<file path="src/rtl/j202_soc_ctrl_wb.sv">
// Wishbone control block owning the j202_soc_core reset (sequenced release) and boot mode.
// Define J202_SOC_CTRL_WB_WDT_EN to build the watchdog that re-holds the core on timeout.
`timescale 1ns/1ps
module j202_soc_ctrl_wb #(
  parameter logic [31:0] BASE_ADDR = 32'h3000_0000,
  parameter logic [15:0] DLY_RESET = 16'd16,
  parameter int unsigned WDT_W     = 24
) (
  input  logic        wb_clk_i,
  input  logic        wb_rst_i,
  input  logic        wbs_stb_i,
  input  logic        wbs_cyc_i,
  input  logic        wbs_we_i,
  input  logic [3:0]  wbs_sel_i,
  input  logic [31:0] wbs_dat_i,
  input  logic [31:0] wbs_adr_i,
  output logic        wbs_ack_o,
  output logic [31:0] wbs_dat_o,
  input  logic [1:0]  md_boot_pad_i,
  output logic        core_rst_n_o,
  output logic [1:0]  md_boot_o,
  output logic        irq_o
);

  typedef enum logic [1:0] {StIdle = 2'd0, StHold = 2'd1, StRun = 2'd2} state_e;

  localparam logic [1:0] AdrCtrl   = 2'd0;
  localparam logic [1:0] AdrStatus = 2'd1;
  localparam logic [1:0] AdrRstDly = 2'd2;
  localparam logic [1:0] AdrWdt    = 2'd3;

  state_e      state_q, state_d;
  logic [15:0] cnt_q, cnt_d;
  logic [15:0] rst_dly_q, rst_dly_d;
  logic        run_q, run_d;
  logic        restart_q, restart_d;
  logic        ovr_en_q, ovr_en_d;
  logic [1:0]  ovr_val_q, ovr_val_d;
  logic        irq_en_q, irq_en_d;
  logic        done_q, done_d;
  logic        bite_q, bite_d;
  logic [1:0]  boot_run_q, boot_run_d;
  logic        ack_q, ack_d;
  logic [31:0] dat_q, dat_d;

  logic             hit, acc, wr;
  logic [1:0]       reg_idx;
  logic             done_set, bite_set;
  logic             wdt_fire;
  logic [WDT_W-1:0] wdt_to_rd;
  logic [1:0]       boot_sel;
  logic [31:0]      rd_data;
  logic             unused_in;

  assign hit     = wbs_cyc_i & wbs_stb_i & (wbs_adr_i[31:4] == BASE_ADDR[31:4]);
  assign acc     = hit & ~ack_q;
  assign wr      = acc & wbs_we_i;
  assign reg_idx = wbs_adr_i[3:2];

  assign unused_in = ^{wbs_adr_i[1:0], wbs_dat_i[31:16], wbs_sel_i[3:2]};

`ifdef J202_SOC_CTRL_WB_WDT_EN
  logic [WDT_W-1:0] wdt_to_q, wdt_to_d;
  logic [WDT_W-1:0] wdt_cnt_q, wdt_cnt_d;

  assign wdt_fire  = (state_q == StRun) && (wdt_to_q != '0) && (wdt_cnt_q == wdt_to_q);
  assign wdt_to_rd = wdt_to_q;

  always_comb begin
    wdt_to_d = wdt_to_q;
    if (wr && reg_idx == AdrWdt) begin
      for (int b = 0; b < int'(WDT_W); b++) begin
        if (wbs_sel_i[b/8]) wdt_to_d[b] = wbs_dat_i[b];
      end
    end
    wdt_cnt_d = wdt_cnt_q;
    if (state_q == StRun && wdt_to_q != '0) wdt_cnt_d = wdt_cnt_q + WDT_W'(1);
    // Any WDT write is a kick; entering RUN starts a fresh timeout window.
    if (wdt_fire || (wr && reg_idx == AdrWdt) || (state_d == StRun && state_q != StRun)) begin
      wdt_cnt_d = '0;
    end
  end

  always_ff @(posedge wb_clk_i) begin
    if (wb_rst_i) begin
      wdt_to_q  <= '0;
      wdt_cnt_q <= '0;
    end else begin
      wdt_to_q  <= wdt_to_d;
      wdt_cnt_q <= wdt_cnt_d;
    end
  end
`else
  assign wdt_fire  = 1'b0;
  assign wdt_to_rd = '0;
`endif

  // Sequencer: run and restart act one edge after the bus write that sets them.
  always_comb begin
    state_d  = state_q;
    cnt_d    = cnt_q;
    done_set = 1'b0;
    bite_set = 1'b0;
    case (state_q)
      StIdle: begin
        if (run_q) begin
          state_d = StHold;
          cnt_d   = rst_dly_q;
        end
      end
      StHold: begin
        if (!run_q) begin
          state_d = StIdle;
        end else if (restart_q) begin
          cnt_d = rst_dly_q;
        end else if (cnt_q == '0) begin
          state_d  = StRun;
          done_set = 1'b1;
        end else begin
          cnt_d = cnt_q - 16'd1;
        end
      end
      StRun: begin
        if (!run_q) begin
          state_d = StIdle;
        end else if (wdt_fire) begin
          state_d  = StHold;
          cnt_d    = rst_dly_q;
          bite_set = 1'b1;
        end else if (restart_q) begin
          state_d = StHold;
          cnt_d   = rst_dly_q;
        end
      end
      default: state_d = StIdle;
    endcase
  end

  always_comb begin
    run_d     = run_q;
    restart_d = 1'b0;
    ovr_en_d  = ovr_en_q;
    ovr_val_d = ovr_val_q;
    irq_en_d  = irq_en_q;
    rst_dly_d = rst_dly_q;
    if (wr && reg_idx == AdrCtrl) begin
      if (wbs_sel_i[0]) begin
        run_d     = wbs_dat_i[0];
        restart_d = wbs_dat_i[1];
        ovr_en_d  = wbs_dat_i[2];
        ovr_val_d = wbs_dat_i[4:3];
      end
      if (wbs_sel_i[1]) irq_en_d = wbs_dat_i[8];
    end
    if (wr && reg_idx == AdrRstDly) begin
      if (wbs_sel_i[0]) rst_dly_d[7:0]  = wbs_dat_i[7:0];
      if (wbs_sel_i[1]) rst_dly_d[15:8] = wbs_dat_i[15:8];
    end
    // Set beats a simultaneous write-1-to-clear.
    done_d = done_set | (done_q & ~(wr && reg_idx == AdrStatus && wbs_sel_i[1] && wbs_dat_i[8]));
    bite_d = bite_set | (bite_q & ~(wr && reg_idx == AdrStatus && wbs_sel_i[1] && wbs_dat_i[9]));
  end

  always_comb begin
    rd_data = '0;
    case (reg_idx)
      AdrCtrl: begin
        rd_data[0]   = run_q;
        rd_data[2]   = ovr_en_q;
        rd_data[4:3] = ovr_val_q;
        rd_data[8]   = irq_en_q;
      end
      AdrStatus: begin
        rd_data[1:0] = state_q;
        rd_data[2]   = (state_q == StRun);
        rd_data[8]   = done_q;
        rd_data[9]   = bite_q;
      end
      AdrRstDly: rd_data[15:0] = rst_dly_q;
      default:   rd_data[WDT_W-1:0] = wdt_to_rd;
    endcase
  end

  assign ack_d      = acc;
  assign dat_d      = acc ? rd_data : '0;
  assign boot_sel   = ovr_en_q ? ovr_val_q : md_boot_pad_i;
  assign boot_run_d = (state_q == StHold && state_d == StRun) ? boot_sel : boot_run_q;

  always_ff @(posedge wb_clk_i) begin
    if (wb_rst_i) begin
      state_q    <= StIdle;
      cnt_q      <= '0;
      rst_dly_q  <= DLY_RESET;
      run_q      <= 1'b0;
      restart_q  <= 1'b0;
      ovr_en_q   <= 1'b0;
      ovr_val_q  <= '0;
      irq_en_q   <= 1'b0;
      done_q     <= 1'b0;
      bite_q     <= 1'b0;
      boot_run_q <= '0;
      ack_q      <= 1'b0;
      dat_q      <= '0;
    end else begin
      state_q    <= state_d;
      cnt_q      <= cnt_d;
      rst_dly_q  <= rst_dly_d;
      run_q      <= run_d;
      restart_q  <= restart_d;
      ovr_en_q   <= ovr_en_d;
      ovr_val_q  <= ovr_val_d;
      irq_en_q   <= irq_en_d;
      done_q     <= done_d;
      bite_q     <= bite_d;
      boot_run_q <= boot_run_d;
      ack_q      <= ack_d;
      dat_q      <= dat_d;
    end
  end

  assign wbs_ack_o    = ack_q;
  assign wbs_dat_o    = dat_q;
  assign core_rst_n_o = (state_q == StRun);
  assign md_boot_o    = (state_q == StRun) ? boot_run_q : boot_sel;
  assign irq_o        = irq_en_q & (done_q | bite_q);

endmodule
</file>
<file path="config.mk">
export PLATFORM = sky130hd
export DESIGN_NAME = j202_soc_ctrl_wb
export DESIGN_NICKNAME = d
export VERILOG_FILES = /design/src/rtl/j202_soc_ctrl_wb.sv
export SDC_FILE = /design/constraint.sdc
export NUM_CORES = 1
export LEC_CHECK = 0
export CORE_MARGIN = 2
export CORE_UTILIZATION = 39
export DETAILED_ROUTE_END_ITERATION = 8
export PLACE_DENSITY = 0.72
export RECOVER_POWER = 100
export SYNTH_ARGS = -nofsm -noshare
export SYNTH_HDL_FRONTEND = slang
export SYNTH_SLANG_ARGS = --single-unit
</file>
<file path="constraint.sdc">
create_clock -name wb_clk_i -period 3.1 [get_ports wb_clk_i]
set_input_delay 0.62 -clock wb_clk_i [delete_from_list [all_inputs] [get_ports wb_clk_i]]
set_output_delay 0.62 -clock wb_clk_i [all_outputs]
set_load 0.03 [all_outputs]
</file>
==> metrics.csv, run 1 <==
stage,metric,value,unit
run_status,status,"complete, no violations",
finish,Nets,494,
floorplan,Die W,92.2,um
power,Pwr Density,410,nW/um^2
clocking,Inserted Clock Buffers,9,
clocking,CTS H-Tree Depth,3,
route,vias per inst,5.15,
route,Detailed Route WL,7260,um
sta,RSZ-0062 raised after global routing,false,
setup_path,Worst setup EP type,output port,
min_path,HP Start,cnt_q[11]$_SDFFE_PP0P_,
setup_path,CP arrival,2.11,ns
grt,vias in the first global route,2591,
clocking,Root Buffer,clkbuf_8,
route,DRC viols,0,
synthesis,post-synthesis async set-or-reset flop share,0,
synthesis,Post-Syn Area,3030,sq um
setup_path,startpoint type of the worst setup path,input pin,
route,DRT iter0 DRCs,170,
synthesis,register area share after synthesis,0.403,
power,Clk pwr share,0.430,
floorplan,Starting Density,0.397,
min_path,worst hold endpoint,cnt_q[11]$_SDFFE_PP0P_,
setup_path,worst r2r dst,cnt_q[14]$_SDFFE_PP0P_,
finish,Antenna diodes,0,
sta,crit share post-route,0.881,
placement,RD Place Congestion,0.835,
sta,FMAX,0.366,GHz
clocking,"Clk Latency, worst-skew pair",0.34,ns
min_path,worst min path class,reg2reg,
setup_path,Setup CP Type,in2out,
clocking,CTS resizes,0,
finish,Area Growth Syn to Fin,30.0,%
route,Routed Antenna Nets,0,
setup_path,R2R Setup Slk,0.50,ns
power,Switch Pwr,0.371,mW
grt,first-pass GRT wire length,12200,um
clocking,CTS tree,built,
floorplan,Row Count,32,
synthesis,yosys warns,0,
power,P_int,1.25,mW
clocking,clock slew at reported path FFs,0.06,ns
finish,most frequent cells in the layout,"dfxtp_1 (61), clkdlybuf4s50_1 (53), nor2_1 (48), mux2i_1 (23)",
sta,relative slew slack,0.452,
clocking,setup repair bufs after CTS,0,
floorplan,Top Ports,112,
power,Sw Ratio,0.229,
power,Logic pwr share,0.085,
sta,pin slew with the least headroom to its limit,0.822,ns
clocking,CTS max path bufs,2,
power,Static Leak,1.55,nW
route,number of vias in the routed layout,2681,
sta,Clock Skews,0.00478,ns
grt,initial antenna violation count,0,
setup_path,worst-case reg-to-reg path depth,9,
setup_path,worst path cell trace,"clkdlybuf4s50_1, mux2_2, nor2_1, nor2_1, dlygate4sd3_1",
floorplan,core area,7650,sq um
sta,max-slew violation count,0,
setup_path,"slowest stage delay, CP",0.68,ns
sta,final setup fails,0,
sta,final worst slack,0.368,ns
synthesis,register bit total from synthesis,61,
sta,worst hold margin,0.467,ns
power,Reg power frac,0.485,
setup_path,Crit path max-delay family,buffers and inverters,
setup_path,worst path required time,2.48,ns
floorplan,die height,92.2,um
setup_path,CP Max Fanout,2,
sta,setup TNS,0,ns
sta,final hold viol count,0,
setup_path,launch point of the worst reg-to-reg path,cnt_q[0]$_SDFFE_PP0P_,
route,Initial DRT Pass Iterations,4,
synthesis,Post-Syn Instances,342,
run,Max Cap Viol,0,
power,maximum VDD drop,0.312,mV
sta,post-layout minimum cycle time,2.73,ns
placement,port bufs,75,
grt,GRT overflow,0,
synthesis,Synth Flop Type,dfxtp_1,
grt,Tot GR Track Use,0.180,
clocking,CTS Hold Bufs,0,
placement,setup slack at placement,0.325,ns
finish,Final Non-Filler Cells,521,
setup_path,worst path bufs/invs,2,
clocking,clk sinks,61,
placement,Inst Count DP,505,
finish,"most common cell after layout, fill and taps aside",dfxtp_1,
setup_path,Worst path slowest cell,dlygate4sd3_1,
synthesis,Netlist cell types,52,
placement,post-DP HPWL,5170,um
finish,FILL cells,726,
route,Avg WL per Cell,13.9,um
synthesis,number of flops mapped to enable cells by yosys,0,
synthesis,Mapped Avg Cell Area,8.87,sq um
min_path,hold depth,2,
grt,pin count of the biggest net entering global routing,46,
floorplan,die area,8500,sq um
setup_path,CP most frequent cell,nor2_1,
finish,layout cells sized above 1,0.0811,
worst max-delay path by stage:
stage,from,endpoint,slack (ns),cells after the start
after floorplan,wbs_adr_i[12],wbs_dat_o[10]$_SDFF_PP0_,0.99,7
after global placement,wbs_stb_i,wbs_dat_o[5]$_SDFF_PP0_,0.36,6
after detailed placement,wbs_stb_i,rst_dly_q[12]$_SDFFE_PP0P_,0.33,6
after CTS,md_boot_pad_i[0],md_boot_o[0],0.43,5
after global routing,cnt_q[0]$_SDFFE_PP0P_,cnt_q[10]$_SDFFE_PP0P_,0.22,9
final,md_boot_pad_i[0],md_boot_o[0],0.37,5
cells in the mapped netlist, types with 3 or more instances:
| master | count | area (sq um) |
|---|---|---|
| and3_1 | 11 | 68.8 |
| nor2b_1 | 3 | 18.8 |
| nand2b_1 | 4 | 25.0 |
| nand3_1 | 6 | 30.0 |
| dfxtp_1 | 61 | 1220 |
| buf_4 | 17 | 128 |
| and2_1 | 3 | 18.8 |
| o21ai_1 | 3 | 15.0 |
| o21ai_0 | 13 | 65.1 |
| inv_1 | 10 | 37.5 |
| nor3_2 | 3 | 30.0 |
| nor4_1 | 11 | 68.8 |
| o21ai_2 | 3 | 26.3 |
| clkbuf_1 | 12 | 45.0 |
| nand2_1 | 22 | 82.6 |
| a222oi_1 | 3 | 30.0 |
| ha_1 | 5 | 62.6 |
| mux2i_1 | 23 | 230 |
| a22o_1 | 8 | 70.1 |
| a21oi_2 | 4 | 35.0 |
| mux2_2 | 3 | 33.8 |
| nor3_1 | 8 | 40.0 |
| a21oi_1 | 18 | 90.1 |
| nor2_1 | 48 | 180 |
layer usage:
layer,track usage,wire length (um)
met5,0,0
met4,0.0746,112
met3,0.0427,464
met2,0.301,3380
met1,0.222,3310
power groups by stage:
stage	sequential [mW]	combinational, mW	clock, mW
3_5_place_dp	0.801	0.137	0
5_1_grt	0.783	0.146	0.747
2_1_floorplan	0.801	0.0700	0
3_3_place_gp	0.801	0.136	0
4_1_cts	0.783	0.138	0.708
6_report	0.783	0.137	0.696
per-stage QoR:
stage          utilization  cell area [sq um]  power, mW
6_report             0.516               3940       1.62
5_1_grt              0.516               3940       1.68
4_1_cts              0.522               3990       1.63
3_5_place_dp         0.496               3800      0.939
3_3_place_gp         0.496               3800      0.938
2_1_floorplan            -               3090      0.871
flip-flops by register name (all words and copies together) (netlist names):
register,count
cnt_q,16
done_q,1
bite_q,1
state_q,2
run_q,1
wbs_dat_o,16
ovr_val_q,2
ovr_en_q,1
boot_run_q,2
wbs_ack_o,1
irq_en_q,1
restart_q,1
rst_dly_q,16
kinds of logic (layout without fill, tap and decap cells):
family | after synthesis | after routing | synth area share
AND/OR/NAND/NOR | 138 | 138 | 0.254
adder cells (fa/ha/maj) | 5 | 5 | 0.0206
buffers and inverters | 45 | 107 | 0.0825
other | 1 | 16 | 0.00124
AO/OA/AOI/OAI | 66 | 66 | 0.152
flip-flops | 61 | 61 | 0.403
multiplexers | 26 | 26 | 0.0870
cell type report:
| class | instances | area (sq um) | area share |
|---|---|---|---|
| clock buffers | 12 | 145 | 0.0368 |
| clock inverters | 4 | 47.5 | 0.0121 |
| inverters | 11 | 41.3 | 0.0105 |
| multi-input cells | 251 | 1580 | 0.400 |
| flip-flops and latches | 61 | 1220 | 0.310 |
| well taps | 102 | 128 | 0.0324 |
| repair buffers | 80 | 782 | 0.198 |
worst register-to-register path, cell delays in order, from the launching register on:
cell	delay [ns]
dfxtp_1	0.36
inv_1	0.08
ha_1	0.19
nor3b_1	0.19
clkbuf_1	0.28
nand4_1	0.33
o311ai_4	0.56
buf_4	0.25
o21ai_0	0.13
a21oi_2	0.15
(Power assumes the default switching activity.)
==> run 2, diff against run 1 <==
--- a/config.mk
+++ b/config.mk
@@ -6,9 +6,10 @@
 export NUM_CORES = 1
 export LEC_CHECK = 0
 export CORE_MARGIN = 2
-export CORE_UTILIZATION = 39
+export CORE_UTILIZATION = 35
+export CTS_CLUSTER_SIZE = 30
 export DETAILED_ROUTE_END_ITERATION = 8
-export PLACE_DENSITY = 0.72
+export PLACE_DENSITY = 0.66
 export RECOVER_POWER = 100
 export SYNTH_ARGS = -nofsm -noshare
 export SYNTH_HDL_FRONTEND = slang
==> constraint.sdc (replaced) <==
create_clock -name wb_clk_i -period 2.6 [get_ports wb_clk_i]
set_input_delay 0.52 -clock wb_clk_i [delete_from_list [all_inputs] [get_ports wb_clk_i]]
set_output_delay 0.52 -clock wb_clk_i [all_outputs]
set_load 0.03 [all_outputs]
==> metrics.csv, run 2 (synthesis results as in run 1) <==
stage,metric,value,unit
run_status,status,"complete, no violations",
power,total power,2.06,mW
grt,pin count of the biggest net entering global routing,46,
route,DRC viols,0,
sta,post-layout minimum cycle time,2.46,ns
sta,final hold viol count,0,
sta,crit share post-route,0.945,
route,Routed Antenna Nets,0,
grt,GRT overflow,0,
route,Detailed Route WL,7550,um
finish,FILL cells,804,
finish,"Core Util, Final",0.484,
setup_path,CP arrival,1.94,ns
setup_path,worst path required time,2.08,ns
grt,Tot GR Track Use,0.165,
floorplan,Top Ports,112,
finish,Area Growth Syn to Fin,32.4,%
clocking,Root Buffer,clkbuf_8,
placement,port bufs,75,
setup_path,Crit path max-delay family,buffers and inverters,
power,maximum VDD drop,0.386,mV
sta,setup TNS,0,ns
finish,Nets,502,
route,DRT met1 WL,3540,um
min_path,worst min path class,reg2reg,
clocking,clk sinks,61,
finish,Antenna diodes,0,
route,Initial DRT Pass Iterations,4,
clocking,clock slew at reported path FFs,0.06,ns
floorplan,die area,9430,sq um
finish,layout cells sized above 1,0.0890,
floorplan,Row Count,33,
clocking,CTS max path bufs,2,
route,vias per inst,5.06,
finish,"most common cell after layout, fill and taps aside",dfxtp_1,
run,Max Cap Viol,0,
setup_path,Worst path slowest cell,clkdlybuf4s50_1,
clocking,CTS Hold Bufs,0,
clocking,setup repair bufs after CTS,0,
sta,final setup fails,0,
sta,relative slew slack,0.455,
route,top sig layer,met4,
route,met3 WL,451,um
setup_path,CP Max Fanout,2,
route,met2 wire length,3410,um
sta,max-slew violation count,0,
setup_path,Setup CP Type,in2out,
setup_path,worst path cell trace,"clkdlybuf4s50_1, mux2_2, nor2_1, nor2_1, clkdlybuf4s50_1",
setup_path,Worst setup EP type,output port,
setup_path,"slowest stage delay, CP",0.68,ns
floorplan,core area,8300,sq um
power,Pwr Density,512,nW/um^2
clocking,"Clk Latency, worst-skew pair",0.34,ns
route,Avg WL per Cell,14.2,um
sta,pin slew with the least headroom to its limit,0.817,ns
grt,vias in the first global route,2576,
clocking,CTS resizes,0,
route,DRT iter0 DRCs,149,
sta,Clock Skews,0.0121,ns
clocking,Inserted Clock Buffers,9,
setup_path,worst path bufs/invs,2,
placement,RD Place Congestion,0.828,
grt,first-pass GRT wire length,12700,um
setup_path,startpoint type of the worst setup path,input pin,
floorplan,die height,97.1,um
sta,FMAX,0.407,GHz
clocking,CTS tree,built,
route,number of vias in the routed layout,2694,
power,Static Leak,1.56,nW
finish,most frequent cells in the layout,"dfxtp_1 (61), clkdlybuf4s50_1 (56), nor2_1 (48), mux2i_1 (23), nand2_1 (22)",
clocking,CTS H-Tree Depth,3,
floorplan,Starting Density,0.365,
grt,initial antenna violation count,0,
sta,RSZ-0062 raised after global routing,false,
placement,post-DP HPWL,5580,um
floorplan,Die W,97.1,um
==> run 2: cell count changes in the layout (fill, tap and decap cells not counted), moves of 3 or more <==
cell	before	now
nor3_1	9	12
dlygate4sd3_1	22	19
clkdlybuf4s50_1	53	56
o21ai_0	16	13
==> run 2: final timing paths <==
check | start | cells after the start | slack, ns | end
hold reg to reg | cnt_q[11]$_SDFFE_PP0P_ | 2 | 0.46 | cnt_q[11]$_SDFFE_PP0P_
setup reg to reg | cnt_q[0]$_SDFFE_PP0P_ | 8 | 0.29 | cnt_q[5]$_SDFFE_PP0P_
setup / recovery | md_boot_pad_i[0] | 5 | 0.14 | md_boot_o[0]
hold / removal | cnt_q[11]$_SDFFE_PP0P_ | 2 | 0.46 | cnt_q[11]$_SDFFE_PP0P_
==> run 2: worst reg2reg max path, delay by kind of cell, from the launching register on <==
kind | cells | cell delay, ns
compound gates | 3 | 0.83
simple gates | 2 | 0.47
fa+ha+maj | 1 | 0.19
buf+inv | 2 | 0.39
flops | 1 | 0.36
==> run 2: final cells by class <==
type / instances / area (sq um) / share of cell area
Multi-Input combinational cell: 251 / 1540 / 0.384
Clock buffer: 10 / 138 / 0.0343
Timing Repair Buffer: 88 / 856 / 0.213
Sequential cell: 61 / 1220 / 0.304
Inverter: 11 / 41.3 / 0.0103
Tap cell: 105 / 131 / 0.0327
Clock inverter: 6 / 86.3 / 0.0215
==> run 2: per-stage QoR <==
| stage | setup WS [ns] | cells | instance area (sq um) | hold WS [ns] |
|---|---|---|---|---|
| after global placement | 0.0918 | 516 | 3880 | 0.457 |
| after CTS | 0.132 | 532 | 4110 | 0.468 |
| final | 0.142 | 532 | 4020 | 0.464 |
| after detailed placement | 0.0529 | 516 | 3880 | 0.460 |
| after global routing | 0.0432 | 532 | 4020 | 0.497 |
| after floorplan | 0.585 | 357 | 3090 | 0.446 |
==> run 2: power by group <==
group           switching (mW)  internal (mW)
combinational           0.0791         0.0872
clock                    0.394          0.564
sequential     0.0000000000427          0.934
==> run 2: per-layer routing <==
layer | track usage | vias up
met5 | 0 | -
met2 | 0.252 | 90
li1 | - | 1349
met3 | 0.0489 | 14
met1 | 0.221 | 1241
met4 | 0.0574 | 0
